<file path="src/rtl/tlul_pkg.sv">
// TL-UL channel types shared by the PLIC register bus and its hosts.
// Field widths follow a 32-bit data bus with 8-bit source IDs.
package tlul_pkg;

  localparam logic [2:0] OP_PUT_FULL_DATA = 3'h0;
  localparam logic [2:0] OP_GET           = 3'h4;

  // Host to device: A channel plus D-channel ready.
  typedef struct packed {
    logic        a_valid;
    logic [2:0]  a_opcode;
    logic [2:0]  a_param;
    logic [1:0]  a_size;
    logic [7:0]  a_source;
    logic [31:0] a_address;
    logic [3:0]  a_mask;
    logic [31:0] a_data;
    logic [15:0] a_user;
    logic        d_ready;
  } tl_h2d_t;

  // Device to host: D channel plus A-channel ready.
  typedef struct packed {
    logic        d_valid;
    logic [2:0]  d_opcode;
    logic [2:0]  d_param;
    logic [1:0]  d_size;
    logic [7:0]  d_source;
    logic        d_sink;
    logic [31:0] d_data;
    logic [15:0] d_user;
    logic        d_error;
    logic        a_ready;
  } tl_d2h_t;

endpackage

</file>
<file path="src/rtl/rv_plic_claim_host.sv">
// rv_plic_claim_host: TL-UL host servicing one PLIC target for a hart.
// Claims the pending ID from the CC register, hands it to the core,
// waits for service-done, then writes the ID back to complete.
// Optional feature macro: PLIC_CLAIM_TIMEOUT_EN (per-phase TL-UL timeout).
module rv_plic_claim_host #(
  parameter int unsigned SRCW      = 6,
  parameter logic [31:0] CC_ADDR   = 32'h0C20_0004,
  parameter logic [7:0]  SOURCE_ID = 8'd0,
  parameter int unsigned TIMEOUT   = 255
) (
  input  logic                clk_i,
  input  logic                rst_i,
  input  logic                irq_i,
  output tlul_pkg::tl_h2d_t   tl_o,
  input  tlul_pkg::tl_d2h_t   tl_i,
  output logic                id_valid_o,
  output logic [SRCW-1:0]     id_o,
  input  logic                id_ready_i,
  input  logic                done_i,
  output logic                busy_o,
  output logic                err_o
);

  typedef enum logic [2:0] {
    S_IDLE,
    S_CLAIM_REQ,
    S_CLAIM_RSP,
    S_DELIVER,
    S_SERVICE,
    S_CMPL_REQ,
    S_CMPL_RSP
  } state_e;

  state_e            r_state;
  state_e            w_state_nxt;
  logic [SRCW-1:0]   r_id;
  logic [SRCW-1:0]   w_id_nxt;
  logic              r_err;
  logic              w_err_nxt;
  logic              w_timeout;

  // Bits of the D channel this host never looks at.
  logic w_unused_tl;
  assign w_unused_tl = ^{tl_i.d_opcode, tl_i.d_param, tl_i.d_size, tl_i.d_source,
                         tl_i.d_sink, tl_i.d_data[31:SRCW], tl_i.d_user};

`ifdef PLIC_CLAIM_TIMEOUT_EN
  localparam int unsigned CNT_RAW = $clog2(TIMEOUT + 1);
  localparam int unsigned CNT_W   = (CNT_RAW < 8) ? 8 : ((CNT_RAW > 32) ? 32 : CNT_RAW);
  // The counter value is the number of cycles already spent in the state,
  // so the TIMEOUT-th cycle is the one where it reads TIMEOUT-1.
  localparam logic [CNT_W-1:0] CNT_LAST = CNT_W'(TIMEOUT - 1);

  logic [CNT_W-1:0] r_cnt;
  logic             w_timed;

  assign w_timed = (r_state == S_CLAIM_REQ) || (r_state == S_CLAIM_RSP) ||
                   (r_state == S_CMPL_REQ)  || (r_state == S_CMPL_RSP);
  assign w_timeout = w_timed && (r_cnt == CNT_LAST);

  // Phase cycle counter: restarts on every state change, runs only in bus states.
  always_ff @(posedge clk_i) begin
    if (rst_i) begin
      r_cnt <= '0;
    end else if ((w_state_nxt != r_state) || !w_timed) begin
      r_cnt <= '0;
    end else begin
      r_cnt <= r_cnt + 1'b1;
    end
  end
`else
  logic w_unused_cfg;
  assign w_unused_cfg = TIMEOUT[0];
  assign w_timeout    = 1'b0;
`endif

  // State, latched ID and error pulse registers.
  always_ff @(posedge clk_i) begin
    if (rst_i) begin
      r_state <= S_IDLE;
      r_id    <= '0;
      r_err   <= 1'b0;
    end else begin
      // NOTE: state is updated with <= so every register samples the
      // pre-edge values; blocking = here would create ordering races.
      r_state <= w_state_nxt;
      r_id    <= w_id_nxt;
      r_err   <= w_err_nxt;
    end
  end

  // Next-state logic; a completed handshake wins over a same-cycle timeout.
  always_comb begin
    // NOTE: every output of this block gets a default first, so no path
    // leaves a value unassigned and no latch is inferred.
    w_state_nxt = r_state;
    w_id_nxt    = r_id;
    w_err_nxt   = 1'b0;
    unique case (r_state)
      S_IDLE: begin
        if (irq_i) w_state_nxt = S_CLAIM_REQ;
      end
      S_CLAIM_REQ: begin
        if (tl_i.a_ready) begin
          w_state_nxt = S_CLAIM_RSP;
        end else if (w_timeout) begin
          w_err_nxt   = 1'b1;
          w_state_nxt = S_IDLE;
        end
      end
      S_CLAIM_RSP: begin
        if (tl_i.d_valid) begin
          if (tl_i.d_error) begin
            w_err_nxt   = 1'b1;
            w_state_nxt = S_IDLE;
          end else if (tl_i.d_data[SRCW-1:0] == '0) begin
            // ID 0 means nothing was pending: no delivery, no complete.
            w_state_nxt = S_IDLE;
          end else begin
            w_id_nxt    = tl_i.d_data[SRCW-1:0];
            w_state_nxt = S_DELIVER;
          end
        end else if (w_timeout) begin
          w_err_nxt   = 1'b1;
          w_state_nxt = S_IDLE;
        end
      end
      S_DELIVER: begin
        // done_i in the same cycle as id_ready_i is deliberately ignored.
        if (id_ready_i) w_state_nxt = S_SERVICE;
      end
      S_SERVICE: begin
        if (done_i) w_state_nxt = S_CMPL_REQ;
      end
      S_CMPL_REQ: begin
        if (tl_i.a_ready) begin
          w_state_nxt = S_CMPL_RSP;
        end else if (w_timeout) begin
          w_err_nxt   = 1'b1;
          w_state_nxt = S_IDLE;
        end
      end
      S_CMPL_RSP: begin
        if (tl_i.d_valid) begin
          w_err_nxt   = tl_i.d_error;
          w_state_nxt = S_IDLE;
        end else if (w_timeout) begin
          w_err_nxt   = 1'b1;
          w_state_nxt = S_IDLE;
        end
      end
      default: w_state_nxt = S_IDLE;
    endcase
  end

  // Bus outputs decoded from the state register; A fields only change on a
  // state change, so they are stable for the whole request.
  always_comb begin
    tl_o           = '0;
    tl_o.a_valid   = (r_state == S_CLAIM_REQ) || (r_state == S_CMPL_REQ);
    tl_o.a_opcode  = (r_state == S_CMPL_REQ) ? tlul_pkg::OP_PUT_FULL_DATA
                                             : tlul_pkg::OP_GET;
    tl_o.a_size    = 2'd2;
    tl_o.a_source  = SOURCE_ID;
    tl_o.a_address = CC_ADDR;
    tl_o.a_mask    = 4'hF;
    tl_o.a_data    = (r_state == S_CMPL_REQ) ? 32'(r_id) : 32'h0;
    tl_o.d_ready   = (r_state == S_CLAIM_RSP) || (r_state == S_CMPL_RSP);
  end

  assign id_valid_o = (r_state == S_DELIVER);
  assign id_o       = r_id;
  assign busy_o     = (r_state != S_IDLE);
  assign err_o      = r_err;

endmodule
</file>
<file path="config.mk">
export PLATFORM = sky130hd
export DESIGN_NAME = rv_plic_claim_host
export DESIGN_NICKNAME = d
export VERILOG_FILES = /design/src/rtl/tlul_pkg.sv /design/src/rtl/rv_plic_claim_host.sv
export SDC_FILE = /design/constraint.sdc
export NUM_CORES = 1
export LEC_CHECK = 0
export CORE_ASPECT_RATIO = 1.75
export CORE_UTILIZATION = 24
export DETAILED_ROUTE_END_ITERATION = 6
export GPL_TIMING_DRIVEN = 1
export PLACE_DENSITY_LB_ADDON = 0.3
export SLEW_MARGIN = 30
export SYNTH_ARGS = -nofsm -noshare
export SYNTH_HDL_FRONTEND = slang
export SYNTH_SLANG_ARGS = --single-unit
</file>
<file path="constraint.sdc">
create_clock -name clk_i -period 2.8 [get_ports clk_i]
set_clock_uncertainty 0.15 [all_clocks]
set_input_delay 0.84 -clock clk_i [delete_from_list [all_inputs] [get_ports clk_i]]
set_output_delay 0.84 -clock clk_i [all_outputs]
set_load 0.05 [all_outputs]
</file>
==> key figures <==
Run status
  • Status: finished with violations
  • Failing checks: DRC

Die
  • Total core area: roughly 5000 um^2
  • Starting Density: approximately a quarter
  • Die Height: 97.9 um
  • Rows: 34
  • Die area: roughly 5600 um^2
  • Die width: ~57 um
  • IO Pins: 184

Setup path
  • R2R Path Start: r_state[2]
  • R2r worst-path depth: 6
  • CP max FO: 3
  • Worst Setup End Kind: primary output
  • Crit path launch type: register
  • Crit path kind: reg -> out
  • Crit path arrival time: 1.64 ns
  • Crit path from: r_state[1]
  • Req. time, crit path: roughly 1.8 ns

Placement
  • GPL Wtd Cong: roughly 0.70
  • I/O Buffers: 31
  • Placed Cells: between 200 and 250
  • HPWL after DPL: 1730 um

Yosys
  • Post-synthesis sequential area ratio: between 10% and 20%
  • Area leader, netlist: buf_4
  • Synth warnings: 0
  • Synth Instances: about 160
  • Number of distinct library cells after synthesis: 28
  • Post-Synthesis Cell Area: ~1300 um^2
  • Yosys top cell area share: between 50% and 60%
  • Top post-synthesis cells by area: buf_4, dfxtp_1, mux2i_1
  • Syn avg cell area: around 8.0 um^2
  • Number of synthesized register bits: 10

Drt
  • DRT Pass-1 Iters: 7
  • Vias per cell: roughly 3.6
  • DR WL met3: 330 um
  • DRT iter0 DRCs: between 40 and 50
  • DRC violations left: 26
  • DR WL met2: around 1000 um
  • WL final: between 2000 and 2500 um
  • WL met1: roughly 720 um
  • Via count: 891
  • DRT antenna net count: 0
  • DR top layer: met4
  • Post-DR wirelength/cell: between 8 and 9 um

Clocking
  • CTS hold repair buffers: 0
  • CTS tree: built
  • Clock slew at reported path FFs: roughly 0.05 ns
  • Max clock buf depth: 2
  • Clock Sinks: 10
  • Setup Buffers After CTS: 0
  • Htree depth: 1
  • Clock Latency Late Sink: 0.23 ns
  • # resized after CTS: 0
  • Root buffer cell: clkbuf_8
  • CTS buffer count: 3

Timing
  • Worst-margin pin slew: ~0.51 ns
  • Slew headroom: 66.2%
  • Final Hold Slack: approximately 0.32 ns
  • Final Setup Violations: 0
  • RSZ-0062 raised after global routing: false
  • Fin crit period: 2.63 ns
  • Period utilisation layout: 93.9%
  • Fmax: 380 MHz
  • Final slew viol count: 0
  • Total negative setup slack: 0 ns
  • Hold Violations, Final: 0

Global routing
  • All-Layer GR Usage: under 10%
  • Vias in the first global route: 684
  • First-pass GRT wire length: 3200 um
  • Initial antenna violation count: 0
  • Total global routing overflow: 0
  • Largest net degree at the start of global routing: 13

Layout
  • Share of layout cells above drive strength 1: between 10% and 20%
  • Most frequent cells in the layout: conb_1, clkdlybuf4s50_1, buf_4
  • Commonest non-fill, non-tap cell in the layout: conb_1
  • Nets: approximately 270
  • Final core utilization: ~28%
  • Fill count: approximately 550
  • Finished Layout Cells: 247
  • Area growth from synthesis to layout: 13.0%
  • Antenna diodes: 0

Min path
  • WHS Path Cells: 2
  • Worst Min Path Start: id_o[4]
  • Hold WC Path Type: reg -> reg

Power and ir drop
  • Worst vdd ir: roughly 0.00017 V
  • Leakage: 0.752 nW
  • P per Cell Area: about 640 nW/um^2
  • Total power draw: 0.000915 W

Run
  • Max_cap viols: 0
-- layer usage --
| metal | vias to the layer above | global-route usage (%) |
|---|---|---|
| met5 | - | 0 |
| met4 | 0 | 2.81 |
| met3 | 2 | 2.25 |
| met2 | 106 | 13.6 |
| met1 | 388 | 7.72 |
| li1 | 395 | - |
-- worst paths after layout --
path                            endpoint  slack, ns
worst min register to register   id_o[4]       0.32
worst max-delay path              busy_o       0.17
worst min-delay path             id_o[4]       0.32
worst max register to register   id_o[5]       1.09
-- critical path: stages, from the launching register on --
cell and delay [ns]:
dfxtp_1 0.32, or3_1 0.37, clkdlybuf4s50_1 0.72
-- cell families (layout without fill, tap and decap cells) --
kind of cell / after synthesis / in the layout / share of synthesized area [%]
buf+inv: 99 / 43 / 57.4
simple gates: 32 / 32 / 15.0
compound gates: 10 / 10 / 7.15
flops: 10 / 10 / 15.9
mux: 5 / 5 / 3.97
other cells: 2 / 93 / 0.596
-- area by class of cell --
| cell class | count | area, um^2 | share of cell area [%] |
|---|---|---|---|
| Multi-Input combinational cell | 140 | 678 | 47.6 |
| Clock buffer | 3 | 41.3 | 2.90 |
| Tap cell | 54 | 67.6 | 4.75 |
| Inverter | 1 | 3.75 | 0.264 |
| Sequential cell | 10 | 200 | 14.1 |
| Timing Repair Buffer | 39 | 433 | 30.4 |
-- state kept, by name, summed over array words and instances, names as in the netlist --
register / cells
err_o: 1
id_o: 6
r_state: 3
-- Yosys cell counts --
master and number:
nor4b_2 1, a221oi_1 1, and4b_1 1, o311ai_4 1, nor2_1 8, nor2b_1 3, clkbuf_1 3, nand3b_1 1
inv_1 1, a22oi_1 1, buf_4 93, o21ai_0 1, nand3_1 2, nand2_1 3, o21a_1 1, nor3b_1 1
a21oi_1 3, nor3_1 1, or3_1 2, a2111o_1 1, or4_4 1, conb_1 2, dfxtp_1 10, and3_1 6
buf_2 2, nand2b_1 2, mux2i_1 5, o31a_1 1
-- power by group --
part,internal (W),switching (W)
sequential,0.000158,0.00000763
combinational,0.000143,0.000460
clock,0.0000939,0.0000534
-- through the flow --
| step | cell area (um^2) | worst slack (ns) |
|---|---|---|
| final | 1420 | 0.170 |
| after detailed placement | 1380 | 0.00737 |
| after CTS | 1420 | 0.147 |
| after global routing | 1420 | 0.0704 |
| after global placement | 1380 | 0.0233 |
| after floorplan | 1600 | 0.0731 |
Note: power is estimated with default switching activity, not from simulation.
